--- config.mk ---
export PLATFORM = sky130hd
export DESIGN_NAME = dram_bridge
export DESIGN_NICKNAME = d
export VERILOG_FILES = /design/src/rtl/dram_bridge_pkg.sv /design/src/rtl/dram_bridge.sv
export SDC_FILE = /design/constraint.sdc
export NUM_CORES = 1
export LEC_CHECK = 0
export ABC_CLOCK_PERIOD_IN_PS = 2400
export CAP_MARGIN = 40
export CORE_UTILIZATION = 50
export DETAILED_ROUTE_END_ITERATION = 8
export DONT_BUFFER_PORTS = 1
export PLACE_DENSITY = 0.74
export SLEW_MARGIN = 20
export SYNTH_ARGS = -nofsm -noshare
export SYNTH_HDL_FRONTEND = slang
export SYNTH_SLANG_ARGS = --single-unit
--- constraint.sdc ---
create_clock -name clk -period 2.4 [get_ports clk]
set_input_delay 0.48 -clock clk [delete_from_list [all_inputs] [get_ports clk]]
set_output_delay 0.48 -clock clk [all_outputs]
set_load 0.03 [all_outputs]
--- src/rtl/dram_bridge_pkg.sv ---
// Shared constants, state encoding and lane-search helper for the MEM-stage SRAM bridge.
package dram_bridge_pkg;

    localparam logic        RstEnable   = 1'b0;
    localparam logic        ChipEnable  = 1'b1;
    localparam logic        WriteEnable = 1'b1;
    localparam logic [31:0] ZeroWord    = 32'h0000_0000;

    typedef enum logic [1:0] {
        DbIdle   = 2'd0,
        DbAccess = 2'd1,
        DbLast   = 2'd2,
        DbDone   = 2'd3
    } db_state_e;

    // Lowest set lane of a remaining-lane mask; 0 when the mask is empty.
    function automatic logic [1:0] first_lane(input logic [3:0] mask);
        first_lane = 2'd0;
        for (int i = 3; i >= 0; i--) begin
            if (mask[i]) first_lane = 2'(i);
        end
    endfunction

endpackage

--- src/rtl/dram_bridge.sv ---
// Serialises word-wide byte-selected MEM requests onto an 8-bit synchronous SRAM,
// one selected lane per cycle, stalling the pipeline until the access completes.
module dram_bridge
    import dram_bridge_pkg::*;
#(
    parameter int unsigned RAM_ADDR_W = 17
) (
    input  logic                  clk,
    input  logic                  rst,
    input  logic                  mem_ce_i,
    input  logic                  mem_we_i,
    input  logic [3:0]            mem_sel_i,
    input  logic [31:0]           mem_addr_i,
    input  logic [31:0]           mem_data_i,
    output logic [31:0]           mem_data_o,
    output logic                  stall_req_o,
    output logic [RAM_ADDR_W-1:0] ram_addr_o,
    output logic                  ram_we_o,
    output logic [7:0]            ram_dout_o,
    input  logic [7:0]            ram_din_i
);

    localparam int unsigned WordAddrW = RAM_ADDR_W - 2;

    db_state_e            state;
    logic                 we_q;
    logic [3:0]           pend_q;
    logic [WordAddrW-1:0] word_q;
    logic [31:0]          wdata_q;
    logic [1:0]           prev_lane_q;
    logic                 prev_vld_q;

    logic                 idle_c;
    logic [WordAddrW-1:0] word_c;
    logic [3:0]           mask_c;
    logic [1:0]           lane_c;
    logic [31:0]          src_data_c;
    logic [7:0]           byte_c;
    logic [3:0]           rest_c;
    logic                 unused_addr_bits;

    assign unused_addr_bits = ^{mem_addr_i[31:RAM_ADDR_W], mem_addr_i[1:0]};

    // Next lane to issue: taken from the live request in IDLE, else from the pending mask.
    always_comb begin
        idle_c     = (state == DbIdle);
        word_c     = idle_c ? mem_addr_i[RAM_ADDR_W-1:2] : word_q;
        mask_c     = idle_c ? mem_sel_i : pend_q;
        src_data_c = idle_c ? mem_data_i : wdata_q;
        lane_c     = first_lane(mask_c);
        byte_c     = 8'(src_data_c >> {lane_c, 3'b000});
        rest_c     = mask_c & ~(4'b0001 << lane_c);
    end

    assign stall_req_o = (rst != RstEnable) &&
                         ((idle_c && (mem_ce_i == ChipEnable)) ||
                          (state == DbAccess) || (state == DbLast));

    always_ff @(posedge clk) begin
        if (rst == RstEnable) begin
            state       <= DbIdle;
            mem_data_o  <= ZeroWord;
            ram_addr_o  <= '0;
            ram_dout_o  <= 8'h00;
            ram_we_o    <= 1'b0;
            we_q        <= 1'b0;
            pend_q      <= 4'b0000;
            word_q      <= '0;
            wdata_q     <= ZeroWord;
            prev_lane_q <= 2'd0;
            prev_vld_q  <= 1'b0;
        end else begin
            case (state)
                DbIdle: begin
                    if (mem_ce_i == ChipEnable) begin
                        we_q       <= mem_we_i;
                        word_q     <= word_c;
                        wdata_q    <= mem_data_i;
                        prev_vld_q <= 1'b0;
                        if (mem_we_i != WriteEnable) mem_data_o <= ZeroWord;
                        if (mem_sel_i == 4'b0000) begin
                            pend_q <= 4'b0000;
                            state  <= DbDone;
                        end else begin
                            ram_addr_o <= {word_c, lane_c};
                            ram_dout_o <= byte_c;
                            ram_we_o   <= (mem_we_i == WriteEnable);
                            pend_q     <= rest_c;
                            state      <= DbAccess;
                        end
                    end
                end
                DbAccess: begin
                    // Read data trails its address by one cycle.
                    if ((we_q != WriteEnable) && prev_vld_q)
                        mem_data_o[{prev_lane_q, 3'b000} +: 8] <= ram_din_i;
                    prev_lane_q <= ram_addr_o[1:0];
                    prev_vld_q  <= 1'b1;
                    if (pend_q != 4'b0000) begin
                        ram_addr_o <= {word_c, lane_c};
                        ram_dout_o <= byte_c;
                        pend_q     <= rest_c;
                    end else begin
                        ram_we_o <= 1'b0;
                        state    <= (we_q == WriteEnable) ? DbDone : DbLast;
                    end
                end
                DbLast: begin
                    mem_data_o[{prev_lane_q, 3'b000} +: 8] <= ram_din_i;
                    state <= DbDone;
                end
                DbDone: begin
                    state <= DbIdle;
                end
                default: begin
                    state <= DbIdle;
                end
            endcase
        end
    end

endmodule
-- Word-level counts from Yosys, hierarchy flattened
Index checks and enable logic that the tools add are counted.
- bits in registers: 115
- input bits: 80
- $add $sub $neg: 1
- equal/unequal tests: 9
- shift-type cells: 4
- muxes and demuxes: 35
- bitwise logic cells: 3
- reduce and logical (&&, ||, !) cells: 17
- operators by type and width (operator ; number):
    two-way mux 32 bit ; 4
    one-hot mux 32 bit (3 select lines) ; 1
    two-way mux 17 bit ; 3
    one-hot mux 17 bit (2 select lines) ; 1
    bitwise mux 32 bit ; 1
    variable shift 8 x 7 -> 32 bit (first input constant) ; 1
    indexed part select 8 x 7 -> 32 bit ; 1
    right shift 32 x 5 -> 8 bit ; 1
    two-way mux 8 bit ; 3
    two-way mux 4 bit ; 4
    one-hot mux 8 bit (2 select lines) ; 1
    two-way mux 15 bit ; 1
    two-way mux 2 bit ; 7
    AND reduction 4 bit ; 3
    inequality test 2 bit (second input constant) ; 4
    one-hot mux 2 bit (4 select lines) ; 1
    one-hot mux 4 bit (2 select lines) ; 1
    negation 5 -> 7 bit ; 1
    AND reduction 2 bit ; 3
    two-way mux 1 bit ; 5
    AND 4 bit ; 1
    == test 2 bit (second input constant) ; 2
    zero test 4 bit ; 1
    inequality test 2 x 1 -> 1 bit (second input constant) ; 2
    other kinds (12) ; 16

-- Logic depth before layout (Yosys ltp)
- depth in word-level cells: 12
- mapped depth: 10
- depth with buffers taken out: 6

-- Worst setup path after synthesis
No wires, ideal clock.
- path type: flip-flop to output port
- start point: register state[0]
- end point: output stall_req_o
- arrival: 1.936 ns
- slack: -0.016 ns
- stages on the path, launching flop included: 9
- path buffers: 4
- path through: dfxtp_1 inv_1 ha_1 clkbuf_8 clkbuf_8 buf_2 nand2_1 clkbuf_1 a21oi_1
- cells in the longest elaborated chain, start to end: 5
- ends and longest elaborated chain (what ; RTL line ; source):
    start: declaration ; dram_bridge.sv:25 ; db_state_e state;
    start signal: assignment ; dram_bridge.sv:61 ; state <= DbIdle;
    start signal: assignment ; dram_bridge.sv:83 ; state <= DbDone;
    start signal: assignment ; dram_bridge.sv:89 ; state <= DbAccess;
    zero test 2 bit ; dram_bridge.sv:46 ; idle_c = (state == DbIdle);
    logical AND 1 bit ; dram_bridge.sv:56 ; ((idle_c && (mem_ce_i == ChipEnable)) ||
    logical OR 1 bit ; dram_bridge.sv:56 ;
    logical OR 1 bit * ; dram_bridge.sv:57 ; (state == DbAccess) || (state == DbLast));
    logical AND 1 bit * ; dram_bridge.sv:55 ; assign stall_req_o = (rst != RstEnable) &&
    end: declaration ; dram_bridge.sv:16 ; output logic stall_req_o,
Mark *: on every way between the ends. The rest lies on a longest branch, timed or not.

-- Worst setup path in the final report
- start point: register state[0]
- end point: register ram_dout_o[0]
- cells in the longest elaborated chain, start to end: 10
- ends and longest elaborated chain (what ; RTL line ; source):
    zero test 2 bit ; dram_bridge.sv:46, dram_bridge.sv:73 ;
    two-way mux 4 bit ; dram_bridge.sv:48 ; mask_c = idle_c ? mem_sel_i : pend_q;
    two-way mux 2 bit (4 in a row) ; dram_bridge_pkg.sv:20 ; if (mask[i]) first_lane = 2'(i);
    right shift 32 x 5 -> 8 bit ; dram_bridge.sv:51 ; byte_c = 8'(src_data_c >> {lane_c, 3'b000});
    two-way mux 8 bit ; dram_bridge.sv:81 ; if (mem_sel_i == 4'b0000) begin
    two-way mux 8 bit ; dram_bridge.sv:75 ; if (mem_ce_i == ChipEnable) begin
    one-hot mux 8 bit (2 select lines) ; dram_bridge.sv:73 ; case (state)
    end signal: assignment ; dram_bridge.sv:86 ; ram_dout_o <= byte_c;
    end signal: assignment ; dram_bridge.sv:101 ; ram_dout_o <= byte_c;
    end: declaration ; dram_bridge.sv:19 ; output logic [7:0] ram_dout_o,
Parallel ways exist; a longest one is shown, timed or not. The select of a mux whose other input is x is not followed.
A chain may end at the register's enable or synchronous reset.

==> metrics.log <==
[metrics] DIE HEIGHT: 110 um
[metrics] crit-path most repeated cell: buf_4
[metrics] Post-Synth Simple-Gate Area: 19.8%
[metrics] area of the core: 0.0114 mm^2
[metrics] endpoints failing setup: 0
[metrics] Final Critical Period: 2.30 ns
[metrics] element type at the critical path start: flop
[metrics] leading cell type in the layout, fill and taps excluded: nand2_1
[metrics] Crit Path Max Fanout: 25
[metrics] mean post-synth cell area: slightly below 9 um^2
[metrics] sequential share of the synthesized area: between 30% and 40%
[metrics] final std cells w/o fill: around 800
[metrics] clock sink count: between 100 and 150
[metrics] final setup TNS: 0 ns
[metrics] maximum number of pins on one net before global-route repair: 116
[metrics] maximum frequency from static timing analysis: 435 MHz
[metrics] outcome: complete, no violations
[metrics] gate count of the mapped netlist: 678
[metrics] Max Buffers Root-to-Sink: 2
[metrics] count of antenna-violating nets left after detailed routing: 0
[metrics] combinational family with the most area after synthesis: compound AO/OA/AOI/OAI gates
[metrics] initial standard-cell utilization of the core: between 50% and 60%
[metrics] number of buffers inserted for hold repair after clock tree synthesis: 0
[metrics] number of enable-type register cells in the synthesized netlist: 0
[metrics] Synth async-reset ratio: 0%
[metrics] Power per Cell Area: between 1000 and 1500 mW/mm^2
[metrics] post-synthesis instance area: 0.00587 mm^2
[metrics] commonest cells after routing, fill and taps aside: nand2_1 (128), dfxtp_1 (115), a21boi_0 (83)
[metrics] worst slew margin relative to its limit: between 50% and 60%
[metrics] Skew-Pair Late Insertion Delay: 0.41 ns
[metrics] total number of H-tree levels: 4
[metrics] clock skew after layout: 0.0182 ns
[metrics] flop and latch count out of synthesis: about 120
[metrics] endpoint type of the worst setup path: flop
[metrics] worst hold path type: primary input to flop
[metrics] drt via density: between 6 and 7
[metrics] TritonRoute pass-1 iters: 7
[metrics] largest vdd supply drop: about 0.88 mV
[metrics] Die Footprint: roughly 0.012 mm^2
[metrics] area growth from synthesis to final layout: 10.5%
[metrics] xor/xnor cell area share of the yosys netlist: 0%
[metrics] compound-gate portion of the synthesized area: 27.0%
[metrics] I/O pin count: 139
[metrics] share of cell area taken by muxes after synthesis: 5.91%
[metrics] critical path data required time: 2.74 ns
[metrics] CTS clock-pin slew for the worst setup and hold paths: 0.05 ns
[metrics] Total Routed Length: 14500 um
[metrics] category of the critical setup timing path: flop to flop
[metrics] total leakage power: 2.47 nW
[metrics] global-route wire length before repair: 22900 um
[metrics] stage delay of the slowest cell on the critical path: roughly 0.4 ns
[metrics] final RePlAce weighted congestion: 0.825
[metrics] final hold viol count: 0
[metrics] Yosys warnings: 0
[metrics] RSZ-0062 raised after global routing: false
[metrics] arrival time at the worst endpoint: around 2.6 ns
[metrics] overall power: 8.79 mW
[metrics] Avg WL per Cell: 17.8 um
[metrics] Diodes inserted: 0
[metrics] most common flop cell mapped by yosys: dfxtp_1
[metrics] cell breakdown of the critical path: inv_1, ha_4, buf_4, nand3b_1, buf_4, a221o_2, a2111o_1, a31oi_1
[metrics] fin nets: 750
[metrics] Syn Nets: 767
[metrics] number of antenna violations at the first check in global routing: 0
[metrics] fraction of final layout cells sized beyond drive strength 1: 11.9%
[metrics] number of placed instances with taps included: slightly below 800
[metrics] Post-route DRC: 0
[metrics] TritonCTS Buffers: 17
[metrics] total congestion overflow after global routing: 0
[metrics] CTS root buffer: clkbuf_16
[metrics] number of max-slew violations in the final report: 0
[metrics] Final period util: 95.7%
[metrics] number of DRC violations after detailed-routing iteration 0: 416
[metrics] Distinct cells, synth: 56
[metrics] Slew @ Worst Pin: 0.616 ns
[metrics] width of the chip: 110 um
[metrics] overall fraction of global-route tracks in use: 24.6%
[metrics] I/O Buffers: 0
[metrics] via count of the first global-routing pass: 4725
[metrics] number of violations of the max-capacitance limit: 0
[metrics] detailed placer's ending HPWL: just under 10000 um
[metrics] Critical-path top delay cell: a2111o_1
[metrics] Synth Area in Adders: 1.92%
[metrics] # rows: 39
[metrics] CTS tree: yes
[metrics] vias post-DR: 4982
## worst paths after layout
path	startpoint	to	slack (ns)	depth (start not counted)
setup / recovery	state[0]	ram_dout_o[0]	0.10	8
hold / removal	mem_data_i[29]	wdata_q[29]	0.21	2
setup reg to reg	state[0]	ram_dout_o[0]	0.10	8
hold reg to reg	wdata_q[27]	wdata_q[27]	0.46	2
## worst max-delay path, delay by kind of cell, from the launching register on
family          cells  cell delay [ns]
buf+inv             3             0.66
compound gates      3             0.92
fa+ha+maj           1             0.22
simple gates        1             0.12
flops               1             0.32
## cells in the mapped netlist, types with 3 or more instances
cell       count  area [um^2]
a31oi_1        8         50.1
nand4_1       26          163
nand3b_1       9         67.6
a22o_1         4         35.0
o2111ai_1      6         52.6
ha_1           9          113
dfxtp_1      115         2300
clkbuf_8       4         55.1
nor3_1         7         35.0
mux2i_1       20          200
buf_6          8         90.1
a22oi_1        3         22.5
or3b_2         3         26.3
a21boi_0      83          623
buf_2          4         20.0
clkbuf_1      41          154
nand3_1       16         80.1
nand2b_1      14         87.6
nand2_1      128          480
o211a_1       16          160
a21oi_1        4         20.0
a221o_1        5         50.1
a2111o_1       5         56.3
o22ai_1        5         31.3
nor2_1         8         30.0
and2_1         3         18.8
o21ai_0       60          300
nor2b_1        7         43.8
inv_1          5         18.8
a21boi_1       3         22.5
mux2_2        13          146
a32oi_1        3         26.3
or3_2          4         30.0
## layout make-up
class                   count  area (um^2)
fillers                  1036         4930
inverters                   5         18.8
well taps                 143          179
clock inverters             5         53.8
clock buffers              24          482
flip-flops and latches    115         2300
multi-input cells         498         3240
repair buffers             24          213
## layer usage
layer	vias to the layer above	wire [um]	global-route usage [%]
met5	-	0	0
met3	13	1300	9.76
li1	2419	-	-
met1	2387	6130	29.6
met2	163	6900	40.2
met4	0	147	7.71
## cells by family (layout without fill, tap and decap cells)
family                     Yosys count  count (layout)
AOI/OAI and AO/OA                  218             218
adders and majority gates            9               9
buffers and inverters               65              58
DFF                                115             115
muxes                               33              33
and+or+nand+nor                    238             238
## power by group
part	internal (mW)	leakage (nW)	total [mW]	switching, mW
Combinational	1.44	1.27	3.60	2.15
Clock	1.48	0.266	2.29	0.811
Sequential	2.30	0.939	2.91	0.610
## metrics by stage
step	area (um^2)	setup WS [ns]	hold WS [ns]	util (%)
global placement	5900	0.0848	0.447	51.6
finish	6480	0.104	0.214	56.8
floorplan	5870	0.136	0.438	-
detailed placement	5900	0.0235	0.457	51.6
CTS	6430	0.00366	0.202	56.4
global route	6480	0.00182	0.205	56.8
## state kept, by name, indices dropped and copies added, names as in the netlist
signal       count
mem_data_o      32
pend_q           4
prev_lane_q      2
prev_vld_q       1
ram_addr_o      17
ram_dout_o       8
ram_we_o         1
state            2
wdata_q         32
we_q             1
word_q          15
## timing repair
item,4_1_cts,5_1_grt
gates resized for setup,1,4
pin swaps,0,1
setup endpoints to repair,1,8
buffers inserted,0,3
No activity file was read; power rests on OpenSTA's default activity.
